--- src/rtl/clock_group_reset_sequencer.sv ---
// ---------------------------------------------------------------------------
// clock_group_reset_sequencer
//
// Produces the reset for one member of a clock group. The asynchronous
// active-low reset is released through a SYNC_STAGES-deep synchronizer. The
// member reset is then held for a further STRETCH_CYCLES cycles before the
// group enters RUN. While in RUN, software can request a member reset. That
// request replays the stretch period and ends with a one-cycle
// acknowledgement.
//
// Parameters
//   SYNC_STAGES     reset-release synchronizer depth (2..8)
//   STRETCH_CYCLES  cycles the member reset is held after release (1..1024)
//
// Ports
//   clock                    in   single clock for every flop; also the member clock
//   reset                    in   asynchronous reset, active low
//   sw_reset_req             in   level request for a software member reset
//   sw_reset_ack             out  one-cycle pulse on the first RUN cycle after a
//                                 software reset
//   auto_out_member_0_clock  out  member clock, passed straight through from clock
//   auto_out_member_0_reset  out  member reset, active high, registered
//   reset_done               out  high while the sequencer is in RUN
// ---------------------------------------------------------------------------
module clock_group_reset_sequencer #(
  parameter int SYNC_STAGES    = 3,
  parameter int STRETCH_CYCLES = 16
) (
  input  logic clock,
  input  logic reset,
  input  logic sw_reset_req,
  output logic sw_reset_ack,
  output logic auto_out_member_0_clock,
  output logic auto_out_member_0_reset,
  output logic reset_done
);

  localparam int              CNT_W    = $clog2(STRETCH_CYCLES + 1);
  localparam logic [CNT_W-1:0] CNT_LAST = CNT_W'(STRETCH_CYCLES - 1);

  typedef enum logic [1:0] {
    HOLD    = 2'd0,
    STRETCH = 2'd1,
    RUN     = 2'd2,
    SWRST   = 2'd3
  } state_e;

  state_e                 state;
  state_e                 state_next;
  logic [SYNC_STAGES-1:0] sync;
  logic                   released;
  logic [CNT_W-1:0]       count;
  logic [CNT_W-1:0]       count_next;
  logic                   req_armed;
  logic                   req_armed_next;
  logic                   member_reset_next;
  logic                   reset_done_next;
  logic                   ack_next;

  // The member clock is the group clock. It is neither gated nor buffered
  // through any logic here.
  assign auto_out_member_0_clock = clock;

  // -------------------------------------------------------------------------
  // Reset-release synchronizer. All stages clear as soon as reset is asserted.
  // After release, a 1 walks through the chain. The release therefore reaches
  // the FSM only after SYNC_STAGES clean clock edges.
  // -------------------------------------------------------------------------
  always_ff @(posedge clock or negedge reset) begin
    if (!reset) begin
      sync <= '0;
    end else begin
      // NOTE: sequential state uses non-blocking assignments. Every flop then
      // samples pre-edge values, which keeps the shift chain from collapsing
      // into a single stage.
      sync <= {sync[SYNC_STAGES-2:0], 1'b1};
    end
  end

  assign released = sync[SYNC_STAGES-1];

  // -------------------------------------------------------------------------
  // State register. These flops also see the raw reset release. That is
  // harmless, because HOLD cannot be left until the synchronizer output
  // rises. On the release edge itself, none of these flops can change value.
  // -------------------------------------------------------------------------
  always_ff @(posedge clock or negedge reset) begin
    if (!reset) begin
      state                   <= HOLD;
      count                   <= '0;
      req_armed               <= 1'b1;
      auto_out_member_0_reset <= 1'b1;
      reset_done              <= 1'b0;
      sw_reset_ack            <= 1'b0;
    end else begin
      state                   <= state_next;
      count                   <= count_next;
      req_armed               <= req_armed_next;
      auto_out_member_0_reset <= member_reset_next;
      reset_done              <= reset_done_next;
      sw_reset_ack            <= ack_next;
    end
  end

  // -------------------------------------------------------------------------
  // Next-state logic.
  // -------------------------------------------------------------------------
  always_comb begin
    // NOTE: every variable gets a default before the case statement. An
    // unassigned path would otherwise infer a latch.
    state_next     = state;
    count_next     = count;
    req_armed_next = req_armed;

    // A request re-arms only after it has been seen low. A request held high
    // for any length of time therefore produces a single software reset.
    // Re-arming happens in every state, including those that ignore the
    // request.
    if (!sw_reset_req) begin
      req_armed_next = 1'b1;
    end

    case (state)
      HOLD: begin
        if (released) begin
          state_next = STRETCH;
          count_next = '0;
        end
      end
      STRETCH, SWRST: begin
        // The counter stops at its last value instead of wrapping. It is
        // reloaded whenever a counting state is entered.
        if (count == CNT_LAST) begin
          state_next = RUN;
        end else begin
          count_next = count + 1'b1;
        end
      end
      RUN: begin
        if (sw_reset_req && req_armed) begin
          state_next     = SWRST;
          count_next     = '0;
          req_armed_next = 1'b0;
        end
      end
      default: begin
        state_next = HOLD;
      end
    endcase
  end

  // -------------------------------------------------------------------------
  // Output logic. The outputs are computed from the next state and then
  // registered. They change on the same edge as the state, and every output
  // leaves through a flop.
  // -------------------------------------------------------------------------
  always_comb begin
    member_reset_next = (state_next != RUN);
    reset_done_next   = (state_next == RUN);
    ack_next          = (state == SWRST) && (state_next == RUN);
  end

endmodule

--- config.mk ---
export PLATFORM = sky130hd
export DESIGN_NAME = clock_group_reset_sequencer
export DESIGN_NICKNAME = d
export VERILOG_FILES = /design/src/rtl/clock_group_reset_sequencer.sv
export SDC_FILE = /design/constraint.sdc
export NUM_CORES = 1
export LEC_CHECK = 0
export BUFFER_PORTS_ARGS = -buffer_cell sky130_fd_sc_hd__buf_2
export CAP_MARGIN = 20
export CORE_UTILIZATION = 47
export DETAILED_ROUTE_END_ITERATION = 8
export GPL_ROUTABILITY_DRIVEN = 0
export MAX_ROUTING_LAYER = met4
export PLACE_DENSITY = 0.69
export SYNTH_ARGS = -nofsm -noshare
export SYNTH_HDL_FRONTEND = slang
export SYNTH_SLANG_ARGS = --single-unit
--- constraint.sdc ---
create_clock -name clock -period 1.73 [get_ports clock]
set_clock_uncertainty 0.1 [all_clocks]
set_input_delay 0.173 -clock clock [delete_from_list [all_inputs] [get_ports clock]]
set_output_delay 0.173 -clock clock [all_outputs]
set_load 0.005 [all_outputs]
==> flow_summary.json, run 1 <==
{
  "outcome": "completed",
  "finalNetCount": 70,
  "drt_iter0_drc": 16,
  "power_density_nw_per_um2": 1800,
  "first_global_vias": 433,
  "finalCritPeriodShare": 0.977,
  "dr_total_vias": 400,
  "synth.cells.most_frequent": "12 x dfrtp_1, 4 x a22o_1, 4 x nand2_1, 3 x inv_1",
  "synth.lib_cells_used.distinct": 23,
  "port_buffers": 6,
  "synth-edff-count": 0,
  "achievable-frequency_mhz": 592,
  "antenna_left": 0,
  "critical_path.most_common_cell": "and3_4",
  "fraction_of_synthesized_cell_area_in_xor_and_xnor_cells": 0.0286,
  "grt_start_max_net_pins": 15,
  "setup.worst_path.class": "flop to flop",
  "post_drt_via_cell_ratio": 5.13,
  "critical-path-slowest-cell": "dfrtp_1",
  "final_period_minus_worst_setup_slack_ns": 1.69,
  "wire_length_of_the_first_global_routing_pass_um": 1720,
  "crit_arrival_ns": 1.86,
  "antenna-diode-count": 0,
  "yosysMostFrequentCell": "dfrtp_1",
  "fp.dieH_um": 38.1,
  "worst_ir_drop_vdd_mv": 1.22,
  "utilization": 0.672,
  "yosysWarnings": 0,
  "synth_async_sr_flop_share": 1.00,
  "cp.buffers_inverters": 0,
  "grt_overflow": 0,
  "area_growth_syn_to_layout_pct": 27.0,
  "clock_insertion_delay_at_the_later_pin_of_the_skew_report_ns": 0.38,
  "yosys.area_share.simple": 0.131,
  "gr-usage-all-layers": 0.191,
  "critical-path-max-stage-delay_ns": 0.39,
  "path_max_fanout": 7,
  "ioPinCount": 7,
  "firstDrtPassIters": 3,
  "initial_utilization": 0.529,
  "rows": 12,
  "synth-compound-area-share": 0.141,
  "wire_per_inst_um": 14.0,
  "synth.ff_latch_count": 14,
  "syn-mean-instance-area_um2": 13.0,
  "worst-r2r-setup-slack_ns": 0.04,
  "netlist.top_cell.by_area": "dfrtp_1",
  "fp.dieArea_um2": 1450,
  "finalWirelength_um": 1090,
  "yosys_most_used_dff": "dfrtp_1",
  "core_region_area_um2": 1160,
  "yosys-top-cells-area": "dfrtp_1 49%, dfstp_2 8.6%, a22o_1 5.7%, ha_1 4.1%, nand4b_4 3.9%",
  "cellLeakagePower_nw": 0.370,
  "sequential_share_of_the_synthesized_area": 0.577,
  "syn_nets": 52,
  "dp_hpwl_um": 699,
  "clk_pin_slew_worst_paths_ns": 0.08,
  "setup-tns-final_ns": 0,
  "synth_area_um2": 612,
  "tritoncts": "built",
  "final_layout_size_suffix_gt1_frac": 0.438,
  "count_of_final_max_slew_check_failures": 0,
  "synth_top_family_by_area": "compound AO/OA/AOI/OAI gates",
  "die_w_um": 38.1,
  "yosys-mux-area-fraction": 0.0184,
  "antenna_found_initial": 0,
  "reg2reg_path_depth": 6,
  "critical_path.top_delay_family": "simple AND/OR/NAND/NOR gates",
  "worstSetupEndpointType": "flop",
  "yosys.area_share.adder": 0.0409,
  "drv.max_cap_violation_count": 0,
  "grt_setup_unrepaired": "yes",
  "critPathLaunchType": "flop",
  "timing.final.hold_violations": 0,
  "cp.required_ns": 1.90,
  "drt_drc_violations_left": 0,
  "regToRegEndpoint": "count[3]",
  "setup_viol": 0,
  "hp-class": "input pin to async pin",
  "postSynthCellCount": 47,
  "post-synth-top-area-fraction": 0.491,
  "critical_path.cell_chain": "ha_2, and3_4, ha_4, nand4b_4, and3_4, a211o_1",
  "r2r-start": "count[1]"
}
==> flip-flops by register name, summed over array words and instances, names as in the netlist <==
name,flops
sw_reset_ack,1
count,5
auto_out_member_0_reset,1
sync,3
state,2
reset_done,1
req_armed,1
==> through the flow <==
step	hold slack, ns	setup slack (ns)	std cells	area (µm²)	total power, mW
floorplan	-0.223	-0.0416	47	632	0.915
global placement	-0.0342	0.0811	67	678	1.00
detailed placement	-0.0248	0.0529	67	678	1.06
CTS	0.118	0.0401	76	757	1.39
global route	0.131	-0.0107	78	777	1.50
finish	0.105	0.0397	78	777	1.40
==> cell usage in the layout, fill, tap and decap left out <==
| cell type | Yosys | routed |
|---|---|---|
| o21ai_0 | 2 | 2 |
| dfrtp_1 | 12 | 12 |
| nand4b_4 | 1 | 1 |
| a22o_1 | 4 | 4 |
| a211o_1 | 1 | 1 |
| ha_2 | 0 | 1 |
| mux2_2 | 1 | 1 |
| clkbuf_4 | 0 | 6 |
| xnor2_1 | 2 | 2 |
| a211oi_4 | 1 | 1 |
| nand2b_1 | 1 | 1 |
| dlygate4sd3_1 | 0 | 2 |
| buf_2 | 1 | 6 |
| nand2_1 | 4 | 4 |
| ha_4 | 0 | 1 |
| nor3b_1 | 1 | 1 |
| conb_1 | 1 | 1 |
| a21oi_1 | 1 | 1 |
| dfstp_2 | 2 | 2 |
| buf_4 | 1 | 5 |
| inv_1 | 3 | 3 |
| o31ai_1 | 1 | 1 |
| nor2_1 | 1 | 1 |
| and3_4 | 1 | 3 |
| clkbuf_8 | 0 | 1 |
==> area by class of cell <==
class	count	area (µm²)
Fill cell	99	379
Inverter	3	11.3
Sequential cell	14	353
Tap cell	14	17.5
Timing Repair Buffer	12	82.6
Multi-Input combinational cell	27	249
Clock buffer	8	63.8
==> how the worst max path moves through the flow <==
stage | to | cells after the start | start | slack, ns
after global placement | count[3] | 6 | count[1] | 0.08
after floorplan | count[3] | 7 | count[0] | -0.04
final | count[3] | 6 | count[1] | 0.04
after global routing | count[3] | 6 | count[0] | -0.01
after detailed placement | count[3] | 6 | count[1] | 0.05
after CTS | count[3] | 6 | count[1] | 0.04
==> report_power, final <==
group | internal [mW] | leakage (nW) | switching (mW)
clock network | 0.219 | 0.0387 | 0.132
registers | 0.444 | 0.164 | 0.0870
logic | 0.292 | 0.167 | 0.226
==> what timing repair did <==
action | in CTS | in global routing
setup endpoints to repair | 0 | 1
hold endpoints to repair | 15 | 0
hold buffers | 2 | 0
gates resized for setup | 0 | 1
buffers inserted | 0 | 2
==> cell families after synthesis <==
logic type,count (synthesis)
other,1
AOI/OAI and AO/OA,10
and+or+nand+nor,11
buffers and inverters,6
xor gates and xnor gates,2
adders and majority gates,2
muxes,1
DFF,14
==> metal layers <==
| metal | vias to the layer above | global-route usage | wire length (µm) |
|---|---|---|---|
| met2 | 10 | 0.318 | 602 |
| li1 | 194 | - | - |
| met4 | 0 | 0.152 | 0 |
| met3 | 0 | 0.0349 | 27 |
| met1 | 196 | 0.198 | 461 |
| met5 | - | - | 0 |
No activity file was read; power rests on OpenSTA's default activity.
==> inputs of run 2 (changes only) <==
--- a/config.mk
+++ b/config.mk
@@ -7,11 +7,12 @@
 export LEC_CHECK = 0
 export BUFFER_PORTS_ARGS = -buffer_cell sky130_fd_sc_hd__buf_2
 export CAP_MARGIN = 20
-export CORE_UTILIZATION = 47
+export CORE_AREA = 2 2 39 41
 export DETAILED_ROUTE_END_ITERATION = 8
+export DIE_AREA = 0 0 41 43
 export GPL_ROUTABILITY_DRIVEN = 0
 export MAX_ROUTING_LAYER = met4
-export PLACE_DENSITY = 0.69
+export PLACE_DENSITY = 0.65
 export SYNTH_ARGS = -nofsm -noshare
 export SYNTH_HDL_FRONTEND = slang
 export SYNTH_SLANG_ARGS = --single-unit
==> constraint.sdc (replaced) <==
create_clock -name clock -period 2.1 [get_ports clock]
set_clock_uncertainty 0.1 [all_clocks]
set_input_delay 0.21 -clock clock [delete_from_list [all_inputs] [get_ports clock]]
set_output_delay 0.21 -clock clock [all_outputs]
set_load 0.005 [all_outputs]
==> run 2 against run 1 <==
Against the previous run:
- routed wire length down 19%
- non-clock buffer count is 4 lower
- design area fell by 6.8%
- critical endpoint unchanged
- largest cell class unchanged
- highest routed layer is now met4
==> flow_summary.json, run 2 (synthesis results as in run 1) <==
{
  "grt_overflow": 0,
  "critical-path-slowest-cell": "dfrtp_1",
  "top_regs": "count x5, sync x3, state x2",
  "ioPinCount": 7,
  "finalWirelength_um": 889,
  "crit_start": "count[1]",
  "achievable-frequency_mhz": 521,
  "drt_drc_violations_left": 0,
  "final_layout_size_suffix_gt1_frac": 0.333,
  "final-instance-count-excl-fill": 76,
  "gr-usage-all-layers": 0.154,
  "utilization": 0.524,
  "cellLeakagePower_nw": 0.353,
  "fp.dieH_um": 43,
  "reg2reg_path_depth": 6,
  "port_buffers": 6,
  "grt_setup_unrepaired": "no",
  "post_drt_via_cell_ratio": 4.84,
  "dp_slack_ns": 0.195,
  "dp_hpwl_um": 561,
  "antenna-diode-count": 0,
  "r2r-start": "count[1]",
  "cts-resized-gates": 0,
  "regToRegEndpoint": "count[3]",
  "worstSetupEndpointType": "flop",
  "setup.worst_path.class": "flop to flop",
  "die_w_um": 41,
  "register_containing_the_most_flip_flops_in_the_final_layout": "count",
  "core_region_area_um2": 1380,
  "antenna_found_initial": 0,
  "wire_length_of_the_first_global_routing_pass_um": 1610,
  "rows": 14,
  "cts-hold-fix-buffers": 2,
  "fin_total_pwr_mw": 1.07,
  "firstDrtPassIters": 3,
  "finalNetCount": 66,
  "critPathLaunchType": "flop",
  "setup-tns-final_ns": 0,
  "worst_ir_drop_vdd_mv": 0.751,
  "count_of_final_max_slew_check_failures": 0,
  "postCtsSetupRepairBufs": 0,
  "power_density_nw_per_um2": 1470,
  "area_growth_syn_to_layout_pct": 18.4,
  "critical_path.top_delay_family": "simple AND/OR/NAND/NOR gates",
  "fin_ws_ns": 0.182,
  "drt_iter0_drc": 17,
  "fp.dieArea_um2": 1760,
  "endpoint": "count[3]",
  "crit_arrival_ns": 2.09,
  "path_max_fanout": 8,
  "setup_viol": 0,
  "outcome": "completed",
  "finalCritPeriodShare": 0.913,
  "hp-class": "input pin to async pin",
  "tritoncts": "built",
  "clk_pin_slew_worst_paths_ns": 0.08,
  "layout.cells.most_common": "dfrtp_1",
  "initial_utilization": 0.442,
  "wire_per_inst_um": 11.7,
  "timing.final.hold_violations": 0,
  "antenna_left": 0,
  "drv.max_cap_violation_count": 0,
  "grt_start_max_net_pins": 15,
  "placedCellCount": 67,
  "clock_insertion_delay_at_the_later_pin_of_the_skew_report_ns": 0.38,
  "final_period_minus_worst_setup_slack_ns": 1.92,
  "worstSetupPathDepth": 6,
  "cp.buffers_inverters": 0,
  "cp.required_ns": 2.27,
  "dr_total_vias": 368,
  "layout.cells.most_common_list": "12 x dfrtp_1, 6 x clkbuf_4, 6 x buf_2",
  "critical-path-max-stage-delay_ns": 0.44,
  "number_of_flip_flops_in_the_largest_register": 5,
  "first_global_vias": 384,
  "critical_path.cell_chain": "ha_1, and3_1, ha_1, nand4b_4, and3_1, a211o_1",
  "worst-r2r-setup-slack_ns": 0.18
}
-- run 2: metal layers --
metal,share of wire,wire (µm),vias up,GRT usage
met4,0.017,15,0,0.153
met3,0.029,26,3,0.0681
met5,0,0,-,-
met2,0.50,443,5,0.150
li1,-,-,185,-
met1,0.45,404,175,0.216
-- run 2: where the power goes --
group          internal [mW]  total, mW  switching [mW]
logic                  0.189      0.326           0.137
clock network          0.181      0.291           0.110
registers              0.365      0.449          0.0841
total                  0.734       1.07           0.332
-- run 2: worst min-delay path by stage --
stage	depth (start not counted)	from	to	slack (ns)
2_1_floorplan	0	reset	count[0]	-0.19
5_1_grt	2	reset	reset_done	0.16
3_3_place_gp	1	reset	sw_reset_ack	0.01
6_report	2	reset	reset_done	0.15
3_5_place_dp	1	reset	sw_reset_ack	0.02
4_1_cts	2	reset	reset_done	0.14
-- run 2: area by class of cell --
type | instances | area (µm²)
sequential | 14 | 353
inverter | 3 | 11.3
fill | 121 | 659
clock buffer | 8 | 63.8
timing repair buffer | 8 | 52.6
tap | 16 | 20.0
multi-input combinational | 27 | 224
-- run 2: stage by stage --
| stage | instance area, µm² | hold slack [ns] |
|---|---|---|
| CTS | 724 | 0.137 |
| floorplan | 612 | -0.186 |
| detailed placement | 646 | 0.0164 |
| finish | 724 | 0.147 |
| global route | 724 | 0.161 |
| global placement | 646 | 0.0146 |
-- run 2: worst reg2reg max path: cells and delay by family (launching register included) --
kind                     cells  cell delay (ns)
AND/OR/NAND/NOR              3             0.56
adder cells (fa/ha/maj)      2             0.48
flip-flops                   1             0.44
AO/OA/AOI/OAI                1             0.22
